===== src/rtl/fifo_pkg.sv =====
// rtl/fifo_pkg.sv - shared constants and gray-code helpers for the async FIFO
package fifo_pkg;

    localparam int ADDR_W = 4;
    localparam int DATA_W = 4;
    localparam int PTR_W  = ADDR_W + 1;
    localparam int DEPTH  = 1 << ADDR_W;

    // 32-bit wide so any pointer width up to 32 can zero-extend in and truncate out
    function automatic logic [31:0] bin2gray(input logic [31:0] b);
        return b ^ (b >> 1);
    endfunction

    function automatic logic [31:0] gray2bin(input logic [31:0] g);
        logic [31:0] b;
        b = g;
        for (int i = 1; i < 32; i++) begin
            b = b ^ (g >> i);
        end
        return b;
    endfunction

endpackage


===== src/rtl/sync_2ff.sv =====
// rtl/sync_2ff.sv - two-flop synchronizer with synchronous active-low reset
module sync_2ff #(
    parameter int W = 1
) (
    input  logic         clk,
    input  logic         resetn,
    input  logic [W-1:0] d,
    output logic [W-1:0] q
);

    logic [W-1:0] meta;

    always_ff @(posedge clk) begin
        if (!resetn) begin
            meta <= '0;
            q    <= '0;
        end else begin
            meta <= d;
            q    <= meta;
        end
    end

endmodule


===== src/rtl/fifo_rd_ctrl.sv =====
// rtl/fifo_rd_ctrl.sv - read-side controller of the gray-pointer async FIFO
module fifo_rd_ctrl #(
    parameter int ADDR_W = fifo_pkg::ADDR_W,
    parameter int DATA_W = fifo_pkg::DATA_W
) (
    input  logic              rd_clk,
    input  logic              rst_,
    input  logic [ADDR_W:0]   wr_ptr_gray,
    output logic [ADDR_W:0]   rd_ptr_gray,
    output logic              mem_rd_en,
    output logic [ADDR_W-1:0] mem_rd_addr,
    input  logic [DATA_W-1:0] mem_rd_data,
    output logic [DATA_W-1:0] out_data,
    output logic              out_valid,
    input  logic              out_ready,
    output logic [ADDR_W:0]   rd_level
);

    import fifo_pkg::bin2gray;
    import fifo_pkg::gray2bin;

    localparam int PTR_W = ADDR_W + 1;

    logic [PTR_W-1:0]  wq2_gray;
    logic [PTR_W-1:0]  wq2_bin;
    logic [PTR_W-1:0]  rd_ptr_bin;
    logic [PTR_W-1:0]  rd_ptr_next;
    logic              inflight;
    logic              mem_empty;
    logic              issue;
    logic              push;
    logic              pop;
    logic [DATA_W-1:0] obuf [2];
    logic              obuf_head;
    logic              obuf_tail;
    logic [1:0]        obuf_cnt;

    sync_2ff #(.W(PTR_W)) u_wptr_sync (
        .clk    (rd_clk),
        .resetn (rst_),
        .d      (wr_ptr_gray),
        .q      (wq2_gray)
    );

    assign wq2_bin   = PTR_W'(gray2bin(32'(wq2_gray)));
    assign mem_empty = (rd_ptr_bin == wq2_bin);
    assign out_valid = (obuf_cnt != 2'd0);
    assign pop       = out_valid && out_ready;
    assign push      = inflight;

    // Buffered plus in-flight words never exceed the two buffer slots, except
    // when a pop this cycle frees one for the word that lands next cycle.
    assign issue = !mem_empty &&
                   ((({1'b0, obuf_cnt} + {2'b00, inflight}) < 3'd2) || pop);

    assign rd_ptr_next = rd_ptr_bin + PTR_W'(issue);
    assign mem_rd_en   = issue;
    assign mem_rd_addr = rd_ptr_bin[ADDR_W-1:0];
    assign out_data    = obuf[obuf_head];
    assign rd_level    = wq2_bin - rd_ptr_bin;

    always_ff @(posedge rd_clk) begin
        if (!rst_) begin
            rd_ptr_bin  <= '0;
            rd_ptr_gray <= '0;
            inflight    <= 1'b0;
            obuf_head   <= 1'b0;
            obuf_tail   <= 1'b0;
            obuf_cnt    <= 2'd0;
            obuf[0]     <= '0;
            obuf[1]     <= '0;
        end else begin
            rd_ptr_bin  <= rd_ptr_next;
            rd_ptr_gray <= PTR_W'(bin2gray(32'(rd_ptr_next)));
            inflight    <= issue;
            if (push) begin
                obuf[obuf_tail] <= mem_rd_data;
                obuf_tail       <= !obuf_tail;
            end
            if (pop) begin
                obuf_head <= !obuf_head;
            end
            case ({push, pop})
                2'b10:   obuf_cnt <= obuf_cnt + 2'd1;
                2'b01:   obuf_cnt <= obuf_cnt - 2'd1;
                default: obuf_cnt <= obuf_cnt;
            endcase
        end
    end

    a_no_overflow: assert property (@(posedge rd_clk) disable iff (!rst_)
        !(push && (obuf_cnt == 2'd2) && !pop));

endmodule


===== config.mk =====
export PLATFORM = sky130hd
export DESIGN_NAME = fifo_rd_ctrl
export DESIGN_NICKNAME = d
export VERILOG_FILES = /design/src/rtl/fifo_pkg.sv /design/src/rtl/sync_2ff.sv /design/src/rtl/fifo_rd_ctrl.sv
export SDC_FILE = /design/constraint.sdc
export NUM_CORES = 1
export LEC_CHECK = 0
export ABC_AREA = 1
export CAP_MARGIN = 20
export CORE_ASPECT_RATIO = 0.6
export CORE_MARGIN = 8
export CORE_UTILIZATION = 35
export CTS_CLUSTER_DIAMETER = 100
export DETAILED_ROUTE_END_ITERATION = 8
export SLEW_MARGIN = 0
export SYNTH_ARGS = -nofsm -noshare
export SYNTH_HDL_FRONTEND = slang
export SYNTH_SLANG_ARGS = --single-unit

===== constraint.sdc =====
create_clock -name rd_clk -period 4 [get_ports rd_clk]
set_clock_uncertainty 0.15 [all_clocks]
set_input_delay 0.4 -clock rd_clk [delete_from_list [all_inputs] [get_ports rd_clk]]
set_output_delay 0.4 -clock rd_clk [all_outputs]
set_load 0.02 [all_outputs]

* Yosys cells after proc, flatten, opt, wreduce, memory -nomap -nowiden
Memory sizes are Yosys's and may differ from the RTL's. A register that Yosys moved wholly into a read port is not among the register bits.
Index checks and enable logic that the tools add are counted.
** Cells by class
- Equality and inequality tests :: 3
- $lt $le $gt $ge :: 1
- Bitwise gates (word level) :: 5
- Multiplexer cells :: 10
- Reductions and logical operators :: 9
- Shift operators :: 0
- $add $sub $neg :: 5
- $mul :: 0
- Divide/modulo/power cells :: 0
** Operators with widths (count)
- $xor 5x4->5 :: 2
- $mux 1 :: 8
- $add 5x1->5 :: 1
- $eq 5x5->1 :: 1
- $sub 5x5->5 :: 1
- $xor 5x1->5 :: 1
- $xor 5x2->5 :: 1
- $xor 5x3->5 :: 1
- $mux 4 :: 1
- $pmux 2 s2 :: 1
- $reduce_bool 2->1 :: 2
- $reduce_or 4->1 :: 1
- $add 2x1->3 :: 1
- $logic_not 1->1 :: 3
- $lt 3x2->1 const B :: 1
- $add 2x1->2 const B :: 1
- $eq 2x1->1 const B :: 1
- $eq 2x2->1 const B :: 1
- $logic_and 1x1->1 :: 2
- $sub 2x1->2 const B :: 1
- $logic_or 1x1->1 :: 1
** Storage, ports and cells
- Flip-flop bits (word level) :: 25
- Output and inout bits :: 20
- RAM bits :: 8
- Logic and storage cells :: 42
- Bits of input ports :: 12
- Bits in read-only memories :: 0
- Memories :: 1
- Latch bits :: 0
** Memories
- obuf :: words 2, bits a word 4, rd ports 1, clocked after Yosys merged registers in 1, wr ports 2, RTL line fifo_rd_ctrl.sv:33 : logic [DATA_W-1:0] obuf [2];

* Logic depth before layout (Yosys ltp)
Gate-level depths: netlist of run 1.
- Depth in word-level cells :: 9
- Gate-level depth with buffers :: 20
- Depth with buffers taken out :: 20

* Modules after synthesis
A second synthesis of run 1 with hierarchy kept.
** Second synthesis, totals
- Cells, all modules :: 178
- Area, all modules :: 1510.2 um^2
** Modules (own cells, without submodules)
- fifo_rd_ctrl :: times used 1, area an instance 1223.7 um^2, seq. area each 540.5 um^2, cells each 147
- sync_2ff :: times used 1, area an instance 286.5 um^2, seq. area each 200.2 um^2, cells each 31

* Worst setup path after synthesis of run 1
OpenSTA, ideal clock, no wires.
- Path type :: register to register
- From :: register u_wptr_sync.q[4]
- To :: register rd_ptr_gray[2]
- Period minus slack after synthesis :: 2659 ps
- Cell stages (with the launch flop) :: 16
- Data required time :: 3741 ps
- Arrival time :: 2400 ps
- Setup slack :: 1341 ps
- Buffers on the path :: 0
- Setup time :: 109 ps
- Cells stage by stage :: dfxtp_1 -> xnor2_1 -> xnor2_1 -> ha_1 -> nand2_1 -> nor2_1 -> nand2_1 -> nand2_1 -> inv_1 -> ha_1 -> ha_1 -> or2_2 -> nand3_1 -> nand2_1 -> nand2_1 -> inv_1
** Between the ends
- Word-level cells in the longest chain between the ends :: 9
** RTL lines
- start: declaration :: RTL line sync_2ff.sv:8 : output logic [W-1:0] q
- start signal: assignment :: RTL line sync_2ff.sv:19 : q <= meta;
- $xor 5x4->5 :: RTL line fifo_pkg.sv:18 : b = b ^ (g >> i);
- $xor 5x3->5 :: RTL line fifo_pkg.sv:18
- $xor 5x2->5 :: RTL line fifo_pkg.sv:18
- $xor 5x1->5 (*) :: RTL line fifo_pkg.sv:18
- $eq 5x5->1 (*) :: RTL line fifo_rd_ctrl.sv:46 : assign mem_empty = (rd_ptr_bin == wq2_bin);
- $logic_not 1->1 (*) :: RTL line fifo_rd_ctrl.sv:53 : assign issue = !mem_empty &&
- $logic_and 1x1->1 (*) :: RTL line fifo_rd_ctrl.sv:53
- via mem_rd_en :: RTL line fifo_rd_ctrl.sv:10 : output logic mem_rd_en,
- $add 5x1->5 (*) :: RTL line fifo_rd_ctrl.sv:56 : assign rd_ptr_next = rd_ptr_bin + PTR_W'(issue);
- $xor 5x4->5 (*) :: RTL line fifo_pkg.sv:11 : return b ^ (b >> 1);
- end signal: assignment :: RTL line fifo_rd_ctrl.sv:74 : rd_ptr_gray <= PTR_W'(bin2gray(32'(rd_ptr_next)));
- end: declaration :: RTL line fifo_rd_ctrl.sv:9 : output logic [ADDR_W:0] rd_ptr_gray,
Mark *: on every way through the listed nets, which the timed path passes. The rest lies on a longest branch.
A chain may end at the register's enable or synchronous reset.

* Worst setup path in the final report of run 1
- From :: register u_wptr_sync.q[4]
- To :: output rd_level[4]
** Between the ends
- Word-level cells in the longest chain between the ends :: 5
** RTL lines
- $xor 5x4->5 :: RTL line fifo_pkg.sv:18
- $xor 5x3->5 :: RTL line fifo_pkg.sv:18
- $xor 5x2->5 :: RTL line fifo_pkg.sv:18
- $xor 5x1->5 (*) :: RTL line fifo_pkg.sv:18
- $sub 5x5->5 (*) :: RTL line fifo_rd_ctrl.sv:60 : assign rd_level = wq2_bin - rd_ptr_bin;
- end: declaration :: RTL line fifo_rd_ctrl.sv:16 : output logic [ADDR_W:0] rd_level
Mark *: on every way between the ends. The rest lies on a longest branch, timed or not.

==> flow_summary_export.csv, run 1 <==
group,metric,value,unit
sta,fin_crit_sh,0.830,
yosys,ys_seq_area_frac,0.493,
drt,drtPass1Iterations,4,
power,comb_power_share,0.447,
power,p_leak,0.982,nW
final_layout,drive_above_1_share,0.0783,
final_layout,post-route-util,0.478,
final_layout,syn_to_final_growth,30.9,%
global_routing,grt_overflow,0,
global_routing,antenna_found_initial,0,
power,pwr-share-seq,0.358,
yosys,synth.distinct_cells,22,
yosys,ys_ff_latch,33,
power,pwr-share-clk,0.194,
cts,insertion_delay,0.28,ns
floorplan,start_util,0.365,
worst_setup_path,path_class,"reg2out",
sta,timing_max_transition_violations_final,0,
sta,slew-limit-headroom,0.806,
power,internal_power,0.788,mW
power,power_density,632,nW/µm²
floorplan,dieArea,6720,µm²
drt,ant_nets,0,
drt,routed_wl,2780,µm
placement,place_hpwl,2210,µm
yosys,synth_top_area_cell,"dfxtp_1",
drt,drc,0,
final_layout,nets,236,
cts,clk_path_buf_depth,2,
floorplan,die_x,101,µm
yosys,avgSynthCellArea,8.36,µm²
global_routing,grt_pass1_vias,1010,
worst_setup_path,arrival,2.77,ns
cts,cts_sinks,33,
placement,gp_congestion,0.785,
global_routing,grt_max_degree,26,
placement,dp_cells,269,
min_path,holdCritPathClass,"reg2reg",
yosys,synthesis.nets,200,
floorplan,die_h,66.8,µm
final_layout,final_cells,277,
sta,rsz0062_at_grt,"no",
yosys,netlist_area,1500,µm²
yosys,synthTopCellsByArea,"dfxtp_1, edfxtp_1, nand2_1",
drt,routedWlPerCell,10.0,µm
cts,cts_resized,0,
drt,vias,1100,
outcome,status,"finished clean",
cts,cts_hold_buf,0,
power,irDropWorstVdd,0.000179,V
sta,finalHoldViolations,0,
cts,post_cts.repair.setup_buffers,0,
final_layout,antennaDiodeCount,0,
floorplan,ios,32,
worst_setup_path,cp-end-kind,"primary output",
drt,viasPerCell,3.97,
sta,fmax,0.301,GHz
global_routing,grt_use_total,0.0900,
cts,cts_buffers,5,
drt,drtIter0Drc,27,
cts,cts.htree.levels,2,
sta,finalSetupViolations,0,
cts,clkTransAtPathRegs,0.06,ns
yosys,yosysTopAreaCellShare,0.333,
placement,port_buffers,31,
sta,tns,0,ns
final_layout,fillers,415,
job,maxCapViolCount,0,
worst_setup_path,worst-path-max-fanout,3,
final_layout,seqCellArea,741,µm²
floorplan,row_count,18,
worst_setup_path,worst-endpoint-required,3.45,ns
worst_setup_path,cp-start-kind,"flop",
cts,cts_tree,"built",
cts,root_buffer,"clkbuf_8",
power,switching_share,0.367,
yosys,yosys_warnings,0,
yosys,syn_inst,180,
sta,period_minus_slack,3.32,ns
final_layout,multiInputGateArea,614,µm²
floorplan,fp.coreArea,4120,µm²
sta,tightest_slew,0.289,ns
global_routing,grt_pass1_wl,4560,µm
power,switchingPower,0.457,mW
## metrics by stage
step / setup WS (ns) / power, mW / hold WS [ns] / area (µm²)
after CTS: 0.644 / 1.26 / 0.267 / 1970
after detailed placement: 0.951 / 1.02 / 0.251 / 1880
after floorplan: 1.34 / 0.793 / 0.240 / 1500
after global routing: 0.467 / 1.34 / 0.287 / 1970
final: 0.678 / 1.25 / 0.264 / 1970
after global placement: 1.02 / 1.02 / 0.247 / 1880
## layout make-up
| class | instances | area share |
|---|---|---|
| clock buffers | 5 | 0.0349 |
| clock inverters | 3 | 0.00889 |
| inverters | 36 | 0.0686 |
| multi-input cells | 108 | 0.312 |
| flip-flops and latches | 33 | 0.376 |
| well taps | 60 | 0.0381 |
| repair buffers | 32 | 0.161 |
## power groups by stage
stage	logic, mW	clock network (mW)	registers [mW]
finish	0.557	0.242	0.446
global route	0.619	0.266	0.454
CTS	0.566	0.252	0.447
detailed placement	0.565	0	0.454
global placement	0.563	0	0.453
floorplan	0.324	0	0.469
## cell usage after synthesis, drive strengths merged
cell    number
a21oi        4
ha           7
a31oi        1
buf          2
edfxtp       8
o21ai        4
nand3        7
inv         36
nand4        2
or2          2
mux2         4
xor2         4
fa           1
mux2i        1
dfxtp       25
o211ai       1
xnor2        6
nor2        16
clkbuf       1
nand2       48
## placed cells by master, fill, tap and decap left out, types with 3 or more instances in the layout
master           netlist  layout
a21oi_1                4       4
clkbuf_8               0       5
clkdlybuf4s50_1        0      31
dfxtp_1               25      25
edfxtp_1               8       8
ha_1                   7       7
inv_1                 36      36
mux2_2                 4       4
nand2_1               47      47
nand3_1                7       7
nor2_1                16      16
o21ai_0                4       4
xnor2_1                6       6
xor2_1                 3       3
## flip-flops by register name, summed over array words and instances, names as in the netlist, named ones only
| signal | count |
|---|---|
| obuf | 8 |
| rd_ptr_bin | 5 |
| u_wptr_sync.meta | 5 |
| u_wptr_sync.q | 5 |
| rd_ptr_gray | 4 |
| obuf_cnt | 2 |
| inflight | 1 |
| obuf_head | 1 |
| obuf_tail | 1 |
## kinds of logic after synthesis
logic type / after synthesis / synth area share
and+or+nand+nor: 75 / 0.201
DFF: 33 / 0.493
muxes: 5 / 0.0366
adders and majority gates: 8 / 0.0715
buffers and inverters: 39 / 0.0990
AOI/OAI and AO/OA: 10 / 0.0358
xor gates and xnor gates: 10 / 0.0632
## worst paths after layout
kind | to | slack [ns] | depth (start not counted) | from
worst min register to register | u_wptr_sync.q[3] | 0.26 | 2 | u_wptr_sync.meta[3]
worst max-delay path | rd_level[4] | 0.68 | 10 | u_wptr_sync.q[4]
worst max register to register | rd_ptr_gray[2] | 1.17 | 15 | u_wptr_sync.q[4]
worst min-delay path | u_wptr_sync.q[3] | 0.26 | 2 | u_wptr_sync.meta[3]
## worst max-delay path, stage by stage (launching register included)
cell and delay, ns:
dfxtp_1 0.43, xnor2_1 0.15, nand2_1 0.09, nand2_1 0.10, nand2_1 0.07, nand2_1 0.05, ha_1 0.19, fa_1 0.40
o21ai_0 0.23, xor2_1 0.16, clkdlybuf4s50_1 0.62
## layer usage
layer,share of wire,up-vias,GRT usage
li1,-,618,-
met4,0.014,0,0.0505
met2,0.32,28,0.108
met5,0,-,0
met1,0.59,452,0.124
met3,0.074,2,0.0426
No activity file was read; power rests on OpenSTA's default activity.
==> run 2: changes to the inputs <==
clock period = 2.8 ns   (was 4 ns; I/O delays follow)
==> flow_summary_export.csv, run 2 (synthesis gave the netlist of run 1 again) <==
group,metric,value,unit
sta,fin_crit_sh,0.939,
cts,root_buffer,"clkbuf_8",
final_layout,largest-register,"obuf",
final_layout,final_cell_mix,"nand2_1, inv_1, clkdlybuf4s50_1",
drt,vias,1177,
final_layout,final_cells,287,
global_routing,busiest_layer,"met2",
floorplan,start_util,0.365,
job,maxCapViolCount,0,
global_routing,grt_use_total,0.0985,
sta,slew-limit-headroom,0.818,
sta,timing_max_transition_violations_final,0,
sta,finalSetupViolations,0,
power,power_density,880,nW/µm²
global_routing,grt_pass1_wl,4990,µm
global_routing,grt_overflow,0,
drt,drtIter0Drc,48,
power,irDropWorstVdd,0.000336,V
global_routing,use_met1,0.124,
placement,place_hpwl,2340,µm
power,total_power,1.80,mW
cts,clkTransAtPathRegs,0.06,ns
cts,cts_buffers,5,
cts,cts_tree,"built",
global_routing,grt_pass1_vias,1103,
floorplan,row_count,18,
final_layout,syn_to_final_growth,36.3,%
drt,routedWlPerCell,10.8,µm
floorplan,ios,32,
floorplan,dieArea,6720,µm²
worst_setup_path,cp-start-kind,"flop",
final_layout,largest_reg_flops,8,
sta,rsz0062_at_grt,"yes",
min_path,holdCritPathClass,"reg2reg",
cts,cts_sinks,33,
sta,tightest_slew,0.272,ns
worst_setup_path,worst-endpoint-required,2.88,ns
global_routing,met2_usage,0.131,
final_layout,nets,246,
drt,drc,0,
final_layout,antennaDiodeCount,0,
cts,clk_path_buf_depth,2,
drt,routed_wl,3110,µm
global_routing,met3_usage,0.0416,
global_routing,grt_max_degree,22,
placement,gp_congestion,0.722,
floorplan,die_h,66.8,µm
drt,ant_nets,0,
cts,cts.htree.levels,2,
worst_setup_path,path_class,"reg2reg",
outcome,status,"finished clean",
worst_setup_path,arrival,2.71,ns
sta,finalHoldViolations,0,
placement,port_buffers,31,
worst_setup_path,worst-path-max-fanout,3,
cts,insertion_delay,0.28,ns
global_routing,antenna_found_initial,0,
floorplan,fp.coreArea,4120,µm²
final_layout,post-route-util,0.497,
drt,viasPerCell,4.10,
drt,drtPass1Iterations,4,
worst_setup_path,cp-end-kind,"flop",
floorplan,die_x,101,µm
sta,fmax,0.380,GHz
sta,period_minus_slack,2.63,ns
placement,dp_cells,277,
final_layout,drive_above_1_share,0.159,
final_layout,final_common_cell,"nand2_1",
power,p_leak,1.04,nW
[run 2: area by class of cell]
type	count	area, µm²
clock inverters	2	10.0
multi-input cells	108	637
fillers	427	2070
flip-flops and latches	33	744
well taps	60	75.1
inverters	36	135
clock buffers	6	72.6
repair buffers	42	375
[run 2: path summary, 6_finish.rpt]
path | from | cells after the start | slack (ns) | to
max | u_wptr_sync.q[4] | 17 | 0.17 | rd_ptr_gray[2]
min | u_wptr_sync.meta[3] | 2 | 0.26 | u_wptr_sync.q[3]
max reg2reg | u_wptr_sync.q[4] | 17 | 0.17 | rd_ptr_gray[2]
min reg2reg | u_wptr_sync.meta[3] | 2 | 0.26 | u_wptr_sync.q[3]
[run 2: timing repair]
item                                    4_1_cts  5_1_grt
buffers inserted                              0        2
endpoints found under the setup margin        6        7
gates resized for setup                       9       11
pin swaps                                     0        2
hold buffers                                  0        0
[run 2: report_power, final]
group	internal [mW]	total (mW)	switching [mW]
clock network	0.172	0.342	0.170
registers	0.579	0.636	0.0576
logic	0.384	0.825	0.441
[run 2: critical path, cell delays in order (launching register included)]
cell	delay, ns
dfxtp_2	0.35
xnor2_2	0.15
buf_4	0.14
xnor2_1	0.13
ha_1	0.31
nand2_1	0.08
nor2_1	0.11
nand2_1	0.06
nand2_1	0.09
inv_1	0.06
ha_2	0.19
ha_1	0.18
or2_2	0.30
nand2_1	0.06
nand2_1	0.07
nand2_1	0.08
nand2_1	0.04
inv_1	0.04
[run 2: metrics by stage]
stage	area [µm²]	hold slack, ns	setup TNS, ns	setup WS [ns]
after detailed placement	1940	0.247	-0.0123	-0.0123
after global placement	1940	0.245	0	0.00336
after global routing	2050	0.285	-0.0175	-0.0154
after floorplan	1500	0.228	0	0.141
final	2050	0.258	0	0.172
after CTS	2030	0.262	0	0.0308
[run 2: layer usage]
layer	share of wire	vias up	wire, µm
li1	-	642	-
met1	0.55	497	1720
met2	0.36	31	1130
met4	0.024	0	75
met3	0.058	7	180
met5	0	-	0
==> run 3: changes to the inputs <==
DONT_BUFFER_PORTS = 1   (was unset)
==> flow_summary_export.csv, run 3 (synthesis gave the netlist of run 1 again) <==
group,metric,value,unit
cts,cts_sinks,33,
drt,routedWlPerCell,11.8,µm
worst_setup_path,arrival,2.67,ns
placement,place_hpwl,2290,µm
cts,clk_path_buf_depth,2,
drt,drtPass1Iterations,4,
cts,cts.htree.levels,2,
cts,cts_tree,"built",
sta,period_minus_slack,2.64,ns
sta,finalSetupViolations,0,
final_layout,largest_reg_flops,8,
final_layout,final_common_cell,"nand2_1",
floorplan,fp.coreArea,4120,µm²
floorplan,dieArea,6720,µm²
worst_setup_path,critical_path.top_delay_family,"simple AND/OR/NAND/NOR gates",
global_routing,grt_pass1_wl,5020,µm
worst_setup_path,slowest_stage,"dfxtp_4",
sta,timing_max_transition_violations_final,0,
drt,ant_nets,0,
sta,finalHoldViolations,0,
drt,drc,0,
final_layout,fillers,411,
power,power_density,905,nW/µm²
cts,cts_buffers,5,
final_layout,drive_above_1_share,0.150,
worst_setup_path,path_cells,"xor2_2 -> nand2_1 -> nand2_2 -> nand2_1 -> nand2_2 -> ha_4 -> nand2_1 -> nor2_1 -> nand2_1 -> nand2_1 -> inv_1 -> ha_2 -> ha_2 -> or2_2 -> nand3_1 -> nand2_1 -> nand2_1 -> inv_1",
sta,slew-limit-headroom,0.538,
final_layout,finalInstanceArea,1810,µm²
drt,drtIter0Drc,30,
final_layout,antennaDiodeCount,0,
global_routing,antenna_found_initial,0,
final_layout,largest-register,"obuf",
worst_setup_path,critPathBufInv,2,
drt,routed_wl,3060,µm
global_routing,grt_pass1_vias,1038,
drt,viasPerCell,4.08,
sta,tns,0,ns
floorplan,ios,32,
cts,root_buffer,"clkbuf_8",
cts,clkTransAtPathRegs,0.07,ns
worst_setup_path,cp-start-kind,"flop",
worst_setup_path,cp-end-kind,"flop",
final_layout,seqCellArea,744,µm²
min_path,holdCritStartpoint,"rst_",
worst_setup_path,worst-path-max-fanout,4,
worst_setup_path,rr_startpoint,"u_wptr_sync.q[4]",
drt,vias,1060,
final_layout,multiInputGateArea,644,µm²
floorplan,die_h,66.8,µm
final_layout,syn_to_final_growth,20.5,%
floorplan,die_x,101,µm
sta,tightest_slew,0.691,ns
final_layout,nets,219,
sta,fin_crit_sh,0.942,
sta,fmax,0.379,GHz
global_routing,grt_use_total,0.100,
power,p_leak,0.931,nW
global_routing,grt_overflow,0,
worst_setup_path,path_common_cell,"nand2_1",
worst_setup_path,worst-endpoint-required,2.84,ns
min_path,holdCritPathClass,"in2reg",
global_routing,grt_max_degree,19,
worst_setup_path,slowest_delay,0.36,ns
final_layout,final_cell_mix,"nand2_1, inv_1, dfxtp_1",
worst_setup_path,path_class,"reg2reg",
placement,placed_cell_area,1620,µm²
worst_setup_path,cp-startpoint,"u_wptr_sync.q[4]",
placement,gp_congestion,0.815,
power,irDropWorstVdd,0.000313,V
floorplan,start_util,0.365,
cts,insertion_delay,0.28,ns
floorplan,row_count,18,
job,maxCapViolCount,0,
outcome,status,"finished clean",
placement,port_buffers,0,
run 3: through the flow:
step | utilization | total power [mW] | setup slack [ns] | hold WS, ns | instances
2_1_floorplan | - | 1.13 | 0.141 | 0.228 | 180
3_3_place_gp | 0.393 | 1.27 | 0.0368 | 0.230 | 244
3_5_place_dp | 0.393 | 1.28 | -0.0131 | 0.231 | 244
4_1_cts | 0.430 | 1.64 | 0.0393 | 0.0256 | 259
5_1_grt | 0.440 | 1.77 | -0.00132 | 0.0514 | 260
6_report | 0.440 | 1.64 | 0.162 | 0.0347 | 260
run 3: power breakdown:
part	internal (mW)	switching, mW	leakage (nW)
clock	0.172	0.169	0.0450
combinational	0.242	0.397	0.596
sequential	0.578	0.0810	0.290
run 3: per-layer routing:
metal  track usage  vias to the layer above  wire, µm
met5             0                        -         0
met1         0.135                      432      1690
met2         0.123                       38      1030
li1              -                      586         -
met3        0.0520                        4       304
met4        0.0561                        0        40
run 3: final cells by class:
| cell class | count | area share |
|---|---|---|
| sequential | 33 | 0.411 |
| multi-input combinational | 108 | 0.356 |
| inverter | 36 | 0.0746 |
| timing repair buffer | 15 | 0.0718 |
| tap | 60 | 0.0414 |
| clock buffer | 6 | 0.0401 |
| clock inverter | 2 | 0.00552 |
run 3: repair_timing:
action / in CTS / in global routing
gates resized for setup: 1 / 8
endpoints found under the setup margin: 3 / 5
pin swaps: 0 / 2
endpoints found under the hold margin: 20 / 0
hold buffers: 7 / 0
setup buffers: 0 / 1
run 3: final timing paths:
check | to | slack [ns] | depth (start not counted)
worst max register to register | rd_ptr_gray[2] | 0.16 | 18
worst min register to register | u_wptr_sync.q[0] | 0.26 | 2
worst max-delay path | rd_ptr_gray[2] | 0.16 | 18
worst min-delay path | rd_ptr_bin[2] | 0.03 | 2
